`src/rtl/sorter_pkg.sv`:
```
// sorter_pkg: shared merger state encoding and size-counter width.
package sorter_pkg;
  localparam int SIZE_WIDTH = 16;
  typedef enum logic [2:0] {IDLE, MERGE, DRAIN_A, DRAIN_B, FINISH} merge_state_t;
endpackage

```
`src/rtl/axi_stream_if.sv`:
```
// axi_stream: valid/ready stream carrying data and tlast.
interface axi_stream #(parameter int DATA_WIDTH = 32);
  logic                  valid;
  logic                  ready;
  logic                  tlast;
  logic [DATA_WIDTH-1:0] data;
  modport master(output valid, data, tlast, input ready);
  modport slave(input valid, data, tlast, output ready);
endinterface

```
`src/rtl/merger_select.sv`:
```
// merger_select: picks A or B by key; descending order when SORTER_MERGE_DESCENDING_EN is defined.
module merger_select #(parameter int DATA_WIDTH = 32) (
  input  logic [DATA_WIDTH-1:0] key_a,
  input  logic [DATA_WIDTH-1:0] key_b,
  output logic                  take_a
);
  // Ties go to A in both orders to keep the merge stable.
`ifdef SORTER_MERGE_DESCENDING_EN
  assign take_a = key_a >= key_b;
`else
  assign take_a = key_a <= key_b;
`endif
endmodule

```
`src/rtl/merger_core.sv`:
```
// merger_core: merges two sorted streams into one through a single output register.
// Merge order is selected by SORTER_MERGE_DESCENDING_EN inside merger_select.
module merger_core
  import sorter_pkg::*;
#(
  parameter int DATA_WIDTH      = 32,
  parameter int MAX_SORT_LENGTH = 32
) (
  input  logic                  clock,
  input  logic                  reset,
  input  logic                  start,
  input  logic [SIZE_WIDTH-1:0] chunk_size_a,
  input  logic [SIZE_WIDTH-1:0] chunk_size_b,
  axi_stream.slave              input_a,
  axi_stream.slave              input_b,
  axi_stream.master             merged_data,
  output logic                  done
);
  merge_state_t state, next_state;
  logic [SIZE_WIDTH-1:0] rem_a, rem_b;
  logic [SIZE_WIDTH:0]   total;
  logic [DATA_WIDTH-1:0] out_data;
  logic out_valid, out_last, out_free, take_a, both_valid, pop_a, pop_b;

  if (MAX_SORT_LENGTH < 1) begin : g_bad_len
    $error("MAX_SORT_LENGTH must be positive");
  end

  merger_select #(.DATA_WIDTH(DATA_WIDTH)) u_select (
    .key_a (input_a.data),
    .key_b (input_b.data),
    .take_a(take_a)
  );

  // No pops while reset is held, so nothing is taken from the FIFOs and then dropped.
  assign out_free   = reset && (!out_valid || merged_data.ready);
  assign both_valid = input_a.valid && input_b.valid;
  assign total      = {1'b0, rem_a} + {1'b0, rem_b};

  always_ff @(posedge clock)
    if (!reset) state <= IDLE;
    else state <= next_state;

  always_comb begin
    next_state = state;
    pop_a      = 1'b0;
    pop_b      = 1'b0;
    case (state)
      IDLE:
        if (start)
          next_state = chunk_size_a != '0 ? (chunk_size_b != '0 ? MERGE : DRAIN_A)
                                          : (chunk_size_b != '0 ? DRAIN_B : FINISH);
      MERGE: begin
        pop_a = out_free && both_valid && take_a;
        pop_b = out_free && both_valid && !take_a;
        next_state = pop_a && rem_a == 1 ? DRAIN_B : pop_b && rem_b == 1 ? DRAIN_A : MERGE;
      end
      DRAIN_A: begin
        pop_a = out_free && input_a.valid;
        next_state = pop_a && rem_a == 1 ? FINISH : DRAIN_A;
      end
      DRAIN_B: begin
        pop_b = out_free && input_b.valid;
        next_state = pop_b && rem_b == 1 ? FINISH : DRAIN_B;
      end
      FINISH: next_state = out_valid ? FINISH : IDLE;
      default: next_state = IDLE;
    endcase
  end

  always_ff @(posedge clock)
    if (!reset) begin
      rem_a     <= '0;
      rem_b     <= '0;
      out_valid <= 1'b0;
      out_last  <= 1'b0;
      out_data  <= '0;
      done      <= 1'b0;
    end else begin
      done <= state == FINISH && !out_valid;
      if (state == IDLE && start) begin
        rem_a <= chunk_size_a;
        rem_b <= chunk_size_b;
      end else begin
        if (pop_a) rem_a <= rem_a - 1'b1;
        if (pop_b) rem_b <= rem_b - 1'b1;
      end
      if (pop_a || pop_b) begin
        out_valid <= 1'b1;
        out_data  <= pop_a ? input_a.data : input_b.data;
        out_last  <= total == (SIZE_WIDTH+1)'(1);
      end else if (merged_data.ready) out_valid <= 1'b0;
    end

  assign input_a.ready     = pop_a;
  assign input_b.ready     = pop_b;
  assign merged_data.valid = out_valid;
  assign merged_data.data  = out_data;
  assign merged_data.tlast = out_last;
endmodule
```
`src/flat_wrapper.sv`:
```
// flat-port wrapper written by rule: the top's interface ports become plain ports
module merger_core_flat import sorter_pkg::*;
#(
  parameter int DATA_WIDTH      = 32,
  parameter int MAX_SORT_LENGTH = 32
)
  (clock, reset, start, chunk_size_a, chunk_size_b, done, input_a_valid, input_a_data, input_a_tlast, input_a_ready, input_b_valid, input_b_data, input_b_tlast, input_b_ready, merged_data_valid, merged_data_data, merged_data_tlast, merged_data_ready);
  axi_stream #(.DATA_WIDTH(DATA_WIDTH)) input_a_i ();
  axi_stream #(.DATA_WIDTH(DATA_WIDTH)) input_b_i ();
  axi_stream #(.DATA_WIDTH(DATA_WIDTH)) merged_data_i ();
  input  logic clock;
  input  logic reset;
  input  logic start;
  input  logic [SIZE_WIDTH-1:0] chunk_size_a;
  input  logic [SIZE_WIDTH-1:0] chunk_size_b;
  output logic done;
  input wire logic [$bits(input_a_i.valid)-1:0] input_a_valid;
  input wire logic [$bits(input_a_i.data)-1:0] input_a_data;
  input wire logic [$bits(input_a_i.tlast)-1:0] input_a_tlast;
  output wire logic [$bits(input_a_i.ready)-1:0] input_a_ready;
  input wire logic [$bits(input_b_i.valid)-1:0] input_b_valid;
  input wire logic [$bits(input_b_i.data)-1:0] input_b_data;
  input wire logic [$bits(input_b_i.tlast)-1:0] input_b_tlast;
  output wire logic [$bits(input_b_i.ready)-1:0] input_b_ready;
  output wire logic [$bits(merged_data_i.valid)-1:0] merged_data_valid;
  output wire logic [$bits(merged_data_i.data)-1:0] merged_data_data;
  output wire logic [$bits(merged_data_i.tlast)-1:0] merged_data_tlast;
  input wire logic [$bits(merged_data_i.ready)-1:0] merged_data_ready;
  assign input_a_i.valid = input_a_valid;
  assign input_a_i.data = input_a_data;
  assign input_a_i.tlast = input_a_tlast;
  assign input_a_ready = input_a_i.ready;
  assign input_b_i.valid = input_b_valid;
  assign input_b_i.data = input_b_data;
  assign input_b_i.tlast = input_b_tlast;
  assign input_b_ready = input_b_i.ready;
  assign merged_data_valid = merged_data_i.valid;
  assign merged_data_data = merged_data_i.data;
  assign merged_data_tlast = merged_data_i.tlast;
  assign merged_data_i.ready = merged_data_ready;
  merger_core #(.DATA_WIDTH(DATA_WIDTH), .MAX_SORT_LENGTH(MAX_SORT_LENGTH)) u_core (.clock(clock), .reset(reset), .start(start), .chunk_size_a(chunk_size_a), .chunk_size_b(chunk_size_b), .input_a(input_a_i), .input_b(input_b_i), .merged_data(merged_data_i), .done(done));
endmodule
```
`config.mk`:
```
export PLATFORM = sky130hd
export DESIGN_NAME = merger_core_flat
export DESIGN_NICKNAME = d
export VERILOG_FILES = /design/src/rtl/sorter_pkg.sv /design/src/rtl/axi_stream_if.sv /design/src/rtl/merger_select.sv /design/src/rtl/merger_core.sv /design/src/flat_wrapper.sv
export SDC_FILE = /design/constraint.sdc
export NUM_CORES = 1
export LEC_CHECK = 0
export BUFFER_PORTS_ARGS = -buffer_cell sky130_fd_sc_hd__buf_2
export CORE_MARGIN = 2
export CORE_UTILIZATION = 30
export DETAILED_ROUTE_END_ITERATION = 16
export GPL_TIMING_DRIVEN = 0
export PLACE_DENSITY_LB_ADDON = 0.1
export SKIP_CTS_REPAIR_TIMING = 1
export SYNTH_ARGS = -nofsm -noshare
export SYNTH_HDL_FRONTEND = slang
export SYNTH_SLANG_ARGS = --single-unit
```
`constraint.sdc`:
```
create_clock -name clock -period 2.6 [get_ports clock]
set_input_delay 0.26 -clock clock [delete_from_list [all_inputs] [get_ports clock]]
set_output_delay 0.26 -clock clock [all_outputs]
set_load 0.03 [all_outputs]
```
==> results of run 1 <==
## cells in the final DEF, fill, tap and decap left out, types with 9 or more instances in the layout
cell,instances
nand4_1,17
a21oi_1,64
inv_1,42
o21ai_0,54
buf_2,134
a21o_1,9
nor4_1,20
nor2_1,31
nand2_1,50
nand3_1,18
dfxtp_1,68
ha_1,40
clkbuf_16,10
ha_4,13
nor3_1,27
buf_4,26
clkbuf_1,21
mux2i_1,42
nand2b_1,9
a31oi_1,13
## per-stage QoR
stage | utilization, % | worst slack, ps | instance area [um^2] | std cells
2_1_floorplan | - | -13.8 | 5440 | 697
3_3_place_gp | 36.0 | -875 | 6420 | 1064
4_1_cts | 37.6 | -591 | 6710 | 1078
5_1_grt | 41.0 | -198 | 7320 | 1102
3_5_place_dp | 36.0 | -946 | 6420 | 1064
6_report | 41.0 | -54.5 | 7320 | 1102
## layer usage
metal	vias up	part of all wire (%)
met3	36	6.8
li1	2982	-
met1	2811	44
met4	2	3.3
met2	235	46
met5	-	0.065
## final timing paths
kind                            cells after the start                      from                  endpoint
worst max-delay path                               10           u_core.rem_a[0]  u_core.merged_data.tlast
worst min-delay path                                3          chunk_size_a[10]          u_core.rem_a[10]
worst max register to register                     10           u_core.rem_a[0]  u_core.merged_data.tlast
worst min register to register                      2  u_core.merged_data.tlast  u_core.merged_data.tlast
## worst min-delay path, stage by stage
cell	delay [ps]
buf_2	110
nand2_1	50
a31oi_1	70
## sequential cells by signal, indices dropped and copies added (netlist names)
register / cells
u_core.merged_data.data: 32
u_core.rem_a: 16
u_core.rem_b: 16
u_core.state: 3
u_core.done: 1
u_core.merged_data.tlast: 1
u_core.merged_data.valid: 1
## layout make-up
class	instances	area, um^2	area share, %
multi-input cells	537	4000	54.6
flip-flops and latches	70	1410	19.2
well taps	229	287	3.91
inverters	51	195	2.67
clock buffers	13	260	3.55
plain buffers	38	209	2.85
clock inverters	1	30.0	0.410
repair buffers	163	936	12.8
## report_power, final
| part | total (mW) | internal, mW | switching (mW) |
|---|---|---|---|
| Clock | 1.28 | 0.787 | 0.498 |
| Combinational | 0.908 | 0.366 | 0.542 |
| Sequential | 1.19 | 1.12 | 0.0619 |
| Total | 3.38 | 2.28 | 1.10 |
## logic make-up after synthesis
logic type / synth area share (%)
multiplexers: 8.15
adder cells (fa/ha/maj): 12.6
AND/OR/NAND/NOR: 19.6
XOR/XNOR: 0.806
flip-flops: 25.8
AO/OA/AOI/OAI: 26.6
buffers and inverters: 6.38
==> run summary, run 1 <==
Status -> complete, but fails checks
Failing checks -> setup timing
Cell with the most instances after synthesis -> dfxtp_1
DRT iter0 DRCs -> 344
Distinct cells, synth -> 61
DRC errors left -> 0
Buffers on Ports -> 138
CTS sink cnt -> 70
YS warnings -> 0
Layout area overhead -> 34.8%
Commonest cells in the netlist -> dfxtp_1 (70), a21oi_1 (66), o21ai_0 (55)
Synth Instances -> 697
Async SR Flop Fraction -> 0%
Main synth FF type -> dfxtp_1
Final hold violation count -> 0
Critical path launch point type -> flip-flop
Vias in the first global route -> 5905
Crit share post-route -> 102%
Global Route met2 Usage -> 32.1%
CP Data Arrival Time -> 2910 ps
Die Y -> 139 um
Hold slack -> 194 ps
Setup WS post-layout -> -54.5 ps
Overall global routing resource usage -> 19.8%
Power per cell area -> 462 nW/um^2
ANT cells -> 0
Clk root buf -> clkbuf_16
Effective utilization at floorplan -> 30.4%
Top Usage Layer GRT -> met2
Routed WL per cell -> 18.2 um
Final setup fails -> 2
Clock Latency Late Sink -> 350 ps
Crit path largest cell delay -> 380 ps
Clock skew -> 11.1 ps
Vias post-DR -> 6066
Syn nets -> 855
Flops & latches, synth -> 70
CTS tree -> built
Max-slew violations -> 0
Slowest-stage cell, CP -> dfxtp_4
TritonCTS Buffers -> 9
Top cell type's share of synthesized area -> 25.8%
Die width -> 139 um
Drt first pass iters -> 5
Setup TNS -> -69.9 ps
Max frequency -> 0.377 GHz
R2r setup slk -> -50 ps
Yosys top cell by area -> dfxtp_1
Total Routed Length -> 20.1 mm
Fin nets -> 1028
Unrepaired setup endpoints after global routing -> true
Worst Path Required -> 2860 ps
Critical-path maximum fanout -> 5
CP Cell Sequence -> ha_4, inv_2, fa_2, nor2b_1, o31ai_2, a31oi_2, mux2_2, nor4b_1, nand4_1, o31ai_1
Total global routing overflow -> 0
Clock transition at path regs -> 60 ps
H-Tree Depth -> 3
Final min period -> 2650 ps
First-pass GRT wire length -> 30.5 mm
Vias/cell -> 5.50
Leakage power -> 3.08 nW
Die Area -> 19200 um^2
Sequential share of the synthesized area -> 25.8%
Final HPWL DP -> 15.4 mm
Antenna-violating nets left -> 0
Peak VDD IR -> 0.000302 V
Max Root-Sink Buffers -> 2
Total chip power -> 3.38 mW
Post-synth EDFFs -> 0
Hold Crit Class -> in -> reg
Max-cap violation count -> 0
Share of cells above drive strength 1 -> 28.2%
Critical path type -> reg -> reg
Worst-Margin Slew -> 945 ps
Initial antenna violation count -> 1
Buf+Inv Stages, Crit Path -> 1
Std-Cell Core Area -> 17800 um^2
Largest net degree at the start of global routing -> 11
Top Ports -> 141
Routing usage on met3 -> 4.11%
Max_slew headroom -> 36.5%
Met1 usage -> 25.6%
Fillers -> 1824
Synth Cell Area -> 5430 um^2
Mean post-synth cell area -> 7.79 um^2
Largest cells by area after synthesis -> dfxtp_1 (26%), ha_1 (12%), mux2i_1 (7.7%)
Routability cong. -> 0.863
Rows -> 49
Crit path max-delay family -> simple AND/OR/NAND/NOR gates
Crit end category -> flip-flop
(Power assumes the default switching activity.)
==> run 2, diff against run 1 <==
--- a/config.mk
+++ b/config.mk
@@ -8,6 +8,7 @@
 export BUFFER_PORTS_ARGS = -buffer_cell sky130_fd_sc_hd__buf_2
 export CORE_MARGIN = 2
 export CORE_UTILIZATION = 30
+export CTS_CLUSTER_DIAMETER = 150
 export DETAILED_ROUTE_END_ITERATION = 16
 export GPL_TIMING_DRIVEN = 0
 export PLACE_DENSITY_LB_ADDON = 0.1
==> constraint.sdc (replaced) <==
create_clock -name clock -period 2.4 [get_ports clock]
set_input_delay 0.24 -clock clock [delete_from_list [all_inputs] [get_ports clock]]
set_output_delay 0.24 -clock clock [all_outputs]
set_load 0.03 [all_outputs]
==> run summary, run 2 (synthesis gave the netlist of run 1 again) <==
Crit end category -> flip-flop
ANT cells -> 0
Final setup fails -> 34
Worst-Margin Slew -> 1050 ps
Layout area overhead -> 49.4%
Vias/cell -> 5.63
Top Ports -> 141
Routability cong. -> 0.859
Commonest non-fill, non-tap cells in the layout -> buf_2 (129), dfxtp_1 (67), a21oi_1 (63), nand2_1 (50), o21ai_0 (45)
Power per cell area -> 499 nW/um^2
Critical path launch point type -> flip-flop
Failing checks -> setup timing
Rows -> 49
Total chip power -> 4.05 mW
Effective utilization at floorplan -> 30.4%
Max-slew violations -> 0
Hold slack -> 168 ps
Worst Path Required -> 2650 ps
Clk root buf -> clkbuf_16
Clock Latency Late Sink -> 350 ps
Overall global routing resource usage -> 20.8%
Fin nets -> 1045
DRT iter0 DRCs -> 396
Setup WS post-layout -> -267 ps
Vias post-DR -> 6314
Final HPWL DP -> 15.8 mm
Routed WL per cell -> 19.2 um
Status -> complete, but fails checks
Unrepaired setup endpoints after global routing -> true
Drt first pass iters -> 5
Clock transition at path regs -> 70 ps
DP Worst Slack -> -962 ps
DRC errors left -> 0
Number of flip-flops in the largest register -> 32
TritonCTS Buffers -> 9
Setup TNS -> -2400 ps
Leakage power -> 3.33 nW
Max Root-Sink Buffers -> 2
Hold Crit Class -> in -> reg
Share of cells above drive strength 1 -> 35.7%
Max_slew headroom -> 29.4%
Initial antenna violation count -> 0
Most common cell after layout, fill and taps aside -> buf_2
Clock skew -> 10.9 ps
Buffers on Ports -> 138
First-pass GRT wire length -> 31.9 mm
CTS sink cnt -> 70
Std-Cell Core Area -> 17800 um^2
Final min period -> 2670 ps
Die Area -> 19200 um^2
Die Y -> 139 um
CTS tree -> built
Total Routed Length -> 21.5 mm
CP Data Arrival Time -> 2920 ps
Max frequency -> 0.375 GHz
Crit share post-route -> 111%
Critical-path maximum fanout -> 4
Final hold violation count -> 0
Largest net degree at the start of global routing -> 12
Critical path type -> reg -> reg
H-Tree Depth -> 3
Vias in the first global route -> 6024
Max-cap violation count -> 0
Total global routing overflow -> 0
Antenna-violating nets left -> 0
Peak VDD IR -> 0.000353 V
Die width -> 139 um
==> run 2: worst paths after layout <==
kind                        start                       end  slack (ps)  depth (start not counted)
setup / recovery  u_core.rem_b[0]  u_core.merged_data.tlast        -270                         10
hold / removal    chunk_size_b[6]           u_core.rem_b[6]         170                          3
setup reg to reg  u_core.rem_b[0]  u_core.merged_data.tlast        -270                         10
hold reg to reg   u_core.rem_b[0]           u_core.rem_b[0]         490                          1
==> run 2: metrics by stage <==
step	utilization, %	instance area, um^2	cells
2_1_floorplan	-	5610	697
3_3_place_gp	36.9	6590	1064
5_1_grt	45.5	8120	1121
3_5_place_dp	36.9	6590	1064
6_report	45.5	8120	1121
4_1_cts	38.9	6940	1080
==> run 2: layout make-up <==
| class | count | area, um^2 |
|---|---|---|
| Buffer | 37 | 314 |
| Clock buffer | 13 | 260 |
| Clock inverter | 3 | 90.1 |
| Fill cell | 1750 | 9730 |
| Inverter | 51 | 199 |
| Multi-Input combinational cell | 537 | 4320 |
| Sequential cell | 70 | 1410 |
| Tap cell | 229 | 287 |
| Timing Repair Buffer | 181 | 1230 |
==> run 2: where the power goes <==
part	internal, mW	total (mW)	switching [mW]
combinational	0.455	1.11	0.650
sequential	1.22	1.29	0.0727
clock	1.08	1.65	0.575
total	2.75	4.05	1.30
==> run 2: worst max-delay path: stages (launching register included) <==
cell	delay, ps
dfxtp_4	380
ha_4	140
inv_2	40
fa_2	410
xnor2_2	180
nor4_2	230
nand4_1	140
a2111o_1	340
nor4_2	270
nand4_1	180
o31ai_1	270
==> run 2: per-layer routing <==
metal / wire, um / GRT usage [%]
met1: 9240 / 26.4
met2: 10200 / 34.2
met3: 1340 / 3.83
met4: 746 / 9.61
met5: 0 / 0
